[src/rtl/enc_8b10b_tx_if.sv]
// Byte-in / symbol-out bus of the 8B/10B transmit encoder.
// master: TX datapath side (drives byte requests, observes symbols).
// slave : encoder side.
interface enc_8b10b_tx_if;
    logic       in_valid;
    logic       k_in;
    logic [7:0] in;
    logic [9:0] out;
    logic       out_valid;
    logic       idle_out;
    logic       rdispout;
    logic       code_err;

    modport master (
        output in_valid, k_in, in,
        input  out, out_valid, idle_out, rdispout, code_err
    );

    modport slave (
        input  in_valid, k_in, in,
        output out, out_valid, idle_out, rdispout, code_err
    );
endinterface

[src/rtl/enc_8b10b_tx.sv]
// Registered 8B/10B encoder with running-disparity tracking.
// One symbol per clock, 1-cycle latency. Symbol bit order is
// {j,h,g,f,i,e,d,c,b,a}; out[0] (a) goes on the wire first.
// Illegal K requests are sent as the D code of the byte and flagged.
// With IDLE_COMMA set, cycles without a request carry K28.5.
module enc_8b10b_tx #(
    parameter bit INIT_RD    = 1'b0,
    parameter bit IDLE_COMMA = 1'b1
) (
    input  logic          clock,
    input  logic          reset,
    enc_8b10b_tx_if.slave bus
);

    // 5b/6b table, RD- form, written abcdei with a in bit 5.
    function automatic logic [5:0] lut6_neg(input logic [4:0] x);
        logic [5:0] c;
        case (x)
            5'd0:    c = 6'b100111;
            5'd1:    c = 6'b011101;
            5'd2:    c = 6'b101101;
            5'd3:    c = 6'b110001;
            5'd4:    c = 6'b110101;
            5'd5:    c = 6'b101001;
            5'd6:    c = 6'b011001;
            5'd7:    c = 6'b111000;
            5'd8:    c = 6'b111001;
            5'd9:    c = 6'b100101;
            5'd10:   c = 6'b010101;
            5'd11:   c = 6'b110100;
            5'd12:   c = 6'b001101;
            5'd13:   c = 6'b101100;
            5'd14:   c = 6'b011100;
            5'd15:   c = 6'b010111;
            5'd16:   c = 6'b011011;
            5'd17:   c = 6'b100011;
            5'd18:   c = 6'b010011;
            5'd19:   c = 6'b110010;
            5'd20:   c = 6'b001011;
            5'd21:   c = 6'b101010;
            5'd22:   c = 6'b011010;
            5'd23:   c = 6'b111010;
            5'd24:   c = 6'b110011;
            5'd25:   c = 6'b100110;
            5'd26:   c = 6'b010110;
            5'd27:   c = 6'b110110;
            5'd28:   c = 6'b001110;
            5'd29:   c = 6'b101110;
            5'd30:   c = 6'b011110;
            default: c = 6'b101011;
        endcase
        return c;
    endfunction

    // 3b/4b table, RD- form, written fghj with f in bit 3.
    function automatic logic [3:0] lut4_neg(input logic [2:0] y, input logic alt7);
        logic [3:0] c;
        case (y)
            3'd0:    c = 4'b1011;
            3'd1:    c = 4'b1001;
            3'd2:    c = 4'b0101;
            3'd3:    c = 4'b1100;
            3'd4:    c = 4'b1101;
            3'd5:    c = 4'b1010;
            3'd6:    c = 4'b0110;
            default: c = alt7 ? 4'b0111 : 4'b1110;
        endcase
        return c;
    endfunction

    // Tables are written first-bit-leftmost; the bus wants first bit at index 0.
    function automatic logic [5:0] rev6(input logic [5:0] v);
        return {v[0], v[1], v[2], v[3], v[4], v[5]};
    endfunction

    function automatic logic [3:0] rev4(input logic [3:0] v);
        return {v[0], v[1], v[2], v[3]};
    endfunction

    logic       enc_k;
    logic [7:0] enc_byte;
    logic [4:0] x;
    logic [2:0] y;
    logic       is_k28;
    logic       is_kx7;
    logic       legal_k;
    logic [5:0] base6;
    logic [5:0] code6;
    logic       rd_mid;
    logic       use_a7;
    logic [3:0] base4;
    logic [3:0] code4;
    logic       rd_sym;
    logic [9:0] sym;

    logic [9:0] out_q,       out_d;
    logic       out_valid_q, out_valid_d;
    logic       idle_q,      idle_d;
    logic       code_err_q,  code_err_d;
    logic       rd_q,        rd_d;

    // Symbol lookup for the current request (K28.5 substituted on empty cycles).
    always_comb begin
        enc_k    = bus.k_in;
        enc_byte = bus.in;
        if (!bus.in_valid) begin
            enc_k    = 1'b1;
            enc_byte = 8'hBC;
        end
        x = enc_byte[4:0];
        y = enc_byte[7:5];

        is_k28  = enc_k && (x == 5'd28);
        is_kx7  = enc_k && (y == 3'd7) &&
                  ((x == 5'd23) || (x == 5'd27) || (x == 5'd29) || (x == 5'd30));
        legal_k = is_k28 || is_kx7;

        // 6b: unbalanced codes and D.7 take the complemented form at RD+.
        base6  = is_k28 ? 6'b001111 : lut6_neg(x);
        code6  = base6;
        if (rd_q && (($countones(base6) != 3) || (!is_k28 && (x == 5'd7))))
            code6 = ~base6;
        rd_mid = rd_q ^ ($countones(base6) != 3);

        // A7 avoids a run of five across the 6b/4b boundary; K.x.7 always uses it.
        use_a7 = (y == 3'd7) &&
                 (legal_k ||
                  (!rd_mid && ((x == 5'd17) || (x == 5'd18) || (x == 5'd20))) ||
                  ( rd_mid && ((x == 5'd11) || (x == 5'd13) || (x == 5'd14))));
        base4  = lut4_neg(y, use_a7);
        code4  = base4;
        if (rd_mid && (($countones(base4) != 2) || (y == 3'd3)))
            code4 = ~base4;
        // K28 inverts its balanced 4b codes when following the RD- side 6b (110000).
        if (is_k28 && !rd_mid &&
            ((y == 3'd1) || (y == 3'd2) || (y == 3'd5) || (y == 3'd6)))
            code4 = ~base4;
        rd_sym = rd_mid ^ ($countones(base4) != 2);

        sym = {rev4(code4), rev6(code6)};
    end

    // Next state of the output stage: load a symbol, load a comma, or hold.
    always_comb begin
        out_d       = out_q;
        rd_d        = rd_q;
        out_valid_d = 1'b0;
        idle_d      = 1'b0;
        code_err_d  = 1'b0;
        if (bus.in_valid) begin
            out_d       = sym;
            rd_d        = rd_sym;
            out_valid_d = 1'b1;
            code_err_d  = bus.k_in && !legal_k;
        end else if (IDLE_COMMA) begin
            out_d  = sym;
            rd_d   = rd_sym;
            idle_d = 1'b1;
        end
    end

    // Output register and running disparity; reset wipes any symbol in flight.
    always_ff @(posedge clock or negedge reset) begin
        if (!reset) begin
            out_q       <= '0;
            out_valid_q <= 1'b0;
            idle_q      <= 1'b0;
            code_err_q  <= 1'b0;
            rd_q        <= INIT_RD;
        end else begin
            out_q       <= out_d;
            out_valid_q <= out_valid_d;
            idle_q      <= idle_d;
            code_err_q  <= code_err_d;
            rd_q        <= rd_d;
        end
    end

    assign bus.out       = out_q;
    assign bus.out_valid = out_valid_q;
    assign bus.idle_out  = idle_q;
    assign bus.code_err  = code_err_q;
    assign bus.rdispout  = rd_q;

endmodule

[src/flat_wrapper.sv]
// flat-port wrapper written by rule: the top's interface ports become plain ports
module enc_8b10b_tx_flat 
#(
    parameter bit INIT_RD    = 1'b0,
    parameter bit IDLE_COMMA = 1'b1
)
  (clock, reset, bus_in_valid, bus_k_in, bus_in, bus_out, bus_out_valid, bus_idle_out, bus_rdispout, bus_code_err);
  enc_8b10b_tx_if bus_i ();
  input  logic clock;
  input  logic reset;
  input wire logic [$bits(bus_i.in_valid)-1:0] bus_in_valid;
  input wire logic [$bits(bus_i.k_in)-1:0] bus_k_in;
  input wire logic [$bits(bus_i.in)-1:0] bus_in;
  output wire logic [$bits(bus_i.out)-1:0] bus_out;
  output wire logic [$bits(bus_i.out_valid)-1:0] bus_out_valid;
  output wire logic [$bits(bus_i.idle_out)-1:0] bus_idle_out;
  output wire logic [$bits(bus_i.rdispout)-1:0] bus_rdispout;
  output wire logic [$bits(bus_i.code_err)-1:0] bus_code_err;
  assign bus_i.in_valid = bus_in_valid;
  assign bus_i.k_in = bus_k_in;
  assign bus_i.in = bus_in;
  assign bus_out = bus_i.out;
  assign bus_out_valid = bus_i.out_valid;
  assign bus_idle_out = bus_i.idle_out;
  assign bus_rdispout = bus_i.rdispout;
  assign bus_code_err = bus_i.code_err;
  enc_8b10b_tx #(.INIT_RD(INIT_RD), .IDLE_COMMA(IDLE_COMMA)) u_core (.clock(clock), .reset(reset), .bus(bus_i));
endmodule
[config.mk]
export PLATFORM = sky130hd
export DESIGN_NAME = enc_8b10b_tx_flat
export DESIGN_NICKNAME = d
export VERILOG_FILES = /design/src/rtl/enc_8b10b_tx_if.sv /design/src/rtl/enc_8b10b_tx.sv /design/src/flat_wrapper.sv
export SDC_FILE = /design/constraint.sdc
export NUM_CORES = 1
export LEC_CHECK = 0
export CORE_UTILIZATION = 55
export DETAILED_ROUTE_END_ITERATION = 16
export PLACE_DENSITY = 0.93
export SETUP_SLACK_MARGIN = 0.05
export SLEW_MARGIN = 30
export SYNTH_ARGS = -nofsm -noshare
export SYNTH_HDL_FRONTEND = slang
export SYNTH_SLANG_ARGS = --single-unit
export TNS_END_PERCENT = 5
[constraint.sdc]
create_clock -name clock -period 7.2 [get_ports clock]
set_clock_uncertainty 0.2 [all_clocks]
set_input_delay 1.8 -clock clock [delete_from_list [all_inputs] [get_ports clock]]
set_output_delay 1.8 -clock clock [all_outputs]
set_load 0.1 [all_outputs]
==> impl_metrics.yaml <==
route:
  dr.pass1.iters: 5
  dr.max_layer_used: "met4"
  via_count: 1464
  met3_length_um: 449
  drt_iter0_drc: 113
  viasPerCell: 6.37
  drt-met1-wl_um: 1610
  totalWireLength_um: 4570
  routedWlPerCell_um: 19.9
  drc: 0
  met2_length_um: 2240
  detail-route-antenna-nets: 0
logic_synthesis:
  synth_nets: 176
  ys_ff_latch: 14
  synth.distinct_cells: 40
  ys_seq_area_frac: 0.270
  synthesis.area_um2: 1300
  synthCells: 146
  synth-warning-count: 0
  postSynthAreaPerCell_um2: 8.90
sta:
  slew_violations: 0
  fmax_mhz: 140
  post-route-min-period_ns: 7.13
  period_share: 0.991
  hold_viol_final: 0
  tightest_slew_ns: 0.982
  whs_ns: 0.684
  setup_violations: 0
  slew_headroom: 0.344
cells_and_area:
  fin_area_um2: 2010
  nFillCells: 93
  multi_input_area_um2: 1030
  seqCellArea_um2: 350
  nets: 233
  antenna_cells: 0
  area_delta_synth_final_pct: 55.0
  final_common_cell: "buf_4"
  layout_common_cells: "buf_4 (31), clkdlybuf4s50_1 (20), nand2_1 (15), dfrtp_1 (14), o21ai_0 (11)"
  layout-drive-gt1-share: 0.322
clock_network:
  ctsHoldBuffers: 0
  cts.sinks: 14
  cts_tree: "yes"
  numCtsBuffers: 3
  htreeDepth: 1
  path_clk_slew_ns: 0.08
  clk_latency_ns: 0.27
  cts-root-buf: "clkbuf_4"
  cts_buffer_depth: 2
die:
  fp-row-count: 17
  initial_core_util: 0.587
  io_pins: 26
  die_width_um: 50.6
  die-area_um2: 2560
  die-height_um: 50.6
  core_um2: 2210
worst_hold_path:
  hp-class: "flop to flop"
global_route:
  grt_pass1_wl_um: 5730
  track_usage: 0.308
  grt_max_degree: 22
  first_global_vias: 1300
  grt_overflow: 0
  grt_antenna_before_repair: 0
place:
  gp_congestion: 0.951
  dp_hpwl_um: 2690
  io_buffer_count: 25
  dpl-instance-area_um2: 1780
power:
  power_per_cell_area_nw_per_um2: 360
  p_leak_nw: 0.899
  ir_drop_v: 0.000368
critical_path:
  cp.arrival_ns: 7.06
  critPathKind: "primary input to flop"
  cp-start-kind: "primary input"
  critPathRequiredTime_ns: 7.13
  worst_setup_path_end_kind: "flop"
  regToRegSetupSlack_ns: 3.79
  cp_max_fo: 5
run_status:
  status: "completed"
flow_run:
  max_cap_violations: 0
kinds of logic after synthesis:
kind of cell | Yosys count | share of synthesized area
compound gates | 38 | 0.190
xor+xnor | 14 | 0.109
fa+ha+maj | 18 | 0.191
buf+inv | 13 | 0.0482
flops | 14 | 0.270
mux | 2 | 0.0154
simple gates | 47 | 0.177
final cells by class:
type / instances / share of cell area
well taps: 28 / 0.0174
multi-input cells: 119 / 0.514
inverters: 6 / 0.0131
repair buffers: 59 / 0.264
clock buffers: 4 / 0.0180
flip-flops and latches: 14 / 0.174
stage by stage:
step	utilization	cells	setup slack, ns	TNS (ns)	total power [mW]
2_1_floorplan	-	146	0.0924	0	0.501
4_1_cts	0.835	226	0.0660	0	0.696
5_1_grt	0.910	230	-0.199	-0.672	0.757
3_3_place_gp	0.805	222	-0.0181	-0.0461	0.613
6_report	0.910	230	0.0663	0	0.724
3_5_place_dp	0.805	222	-0.345	-1.33	0.626
where the power goes:
| part | switching (mW) | internal (mW) | leakage (nW) |
|---|---|---|---|
| clock | 0.0236 | 0.0308 | 0.0210 |
| sequential | 0.0132 | 0.113 | 0.164 |
| combinational | 0.376 | 0.167 | 0.714 |
| total | 0.413 | 0.311 | 0.899 |
worst max-delay path: stages:
cell,delay [ns]
clkbuf_2,0.12
and2_4,0.20
buf_4,0.13
ha_1,0.23
nand2_1,0.10
o21ai_0,0.13
o21ai_0,0.25
and4_4,0.29
ha_4,0.21
fa_1,0.42
ha_1,0.30
and4bb_2,0.27
xnor2_4,0.22
mux2i_1,0.23
nand4_1,0.19
o2bb2ai_2,0.18
ha_1,0.29
ha_2,0.19
fa_1,0.52
nor3b_4,0.21
o31ai_2,0.11
nand2_1,0.13
o31ai_4,0.14
xor2_2,0.19
worst paths after layout:
check | startpoint | endpoint | cells past startpoint
hold / removal | u_core.bus.rdispout | u_core.bus.out[3] | 2
hold reg to reg | u_core.bus.rdispout | u_core.bus.out[3] | 2
max in group asynchronous | reset | u_core.bus.rdispout | 1
min in group asynchronous | reset | u_core.bus.out[6] | 1
setup reg to reg | u_core.bus.rdispout | u_core.bus.out[7] | 12
setup / recovery | bus_in_valid | u_core.bus.out[7] | 24
registers in the layout, indices dropped and copies added, names as in the netlist:
signal,cells
u_core.bus.code_err,1
u_core.bus.idle_out,1
u_core.bus.out,10
u_core.bus.out_valid,1
u_core.bus.rdispout,1
cell usage after synthesis:
cell type | count | share of area
or3_1 | 1 | 0.0048
nand2b_1 | 2 | 0.0096
a22oi_1 | 1 | 0.0058
dfrtp_1 | 14 | 0.27
clkbuf_1 | 2 | 0.0058
o21ai_0 | 12 | 0.046
o31ai_4 | 1 | 0.016
o311ai_0 | 1 | 0.0067
a22o_1 | 1 | 0.0067
o21a_1 | 1 | 0.0058
o21ai_2 | 1 | 0.0067
ha_1 | 15 | 0.14
a21oi_1 | 11 | 0.042
nand2_1 | 17 | 0.049
and2_1 | 1 | 0.0048
and4_1 | 2 | 0.013
a21o_1 | 1 | 0.0058
a2111oi_0 | 1 | 0.0067
mux2i_1 | 2 | 0.015
nand3_1 | 1 | 0.0038
xnor2_1 | 7 | 0.047
nor3_1 | 5 | 0.019
nor4_1 | 1 | 0.0048
buf_4 | 3 | 0.017
o2bb2ai_1 | 1 | 0.0067
o31ai_1 | 3 | 0.017
nor2b_1 | 1 | 0.0048
nor3b_1 | 1 | 0.0058
xor2_1 | 6 | 0.040
and4bb_2 | 1 | 0.0096
a31oi_1 | 2 | 0.0096
inv_1 | 6 | 0.017
nand3b_1 | 1 | 0.0058
xnor2_4 | 1 | 0.021
nor2_1 | 11 | 0.032
and3_1 | 1 | 0.0048
fa_1 | 3 | 0.046
buf_2 | 2 | 0.0077
nand4_1 | 1 | 0.0048
o311ai_1 | 1 | 0.0067
layer usage:
metal  vias up  global-route usage
li1        631                   -
met1       671               0.297
met2       126               0.598
met3        36              0.0455
met4         0               0.190
met5         -                   0
what timing repair did:
action / 4_1_cts / 5_1_grt
endpoints found under the setup margin: 4 / 4
cloned: 0 / 0
resized for setup: 7 / 32
setup buffers: 0 / 4
pin swaps: 2 / 15
Note: power is estimated with default switching activity, not from simulation.
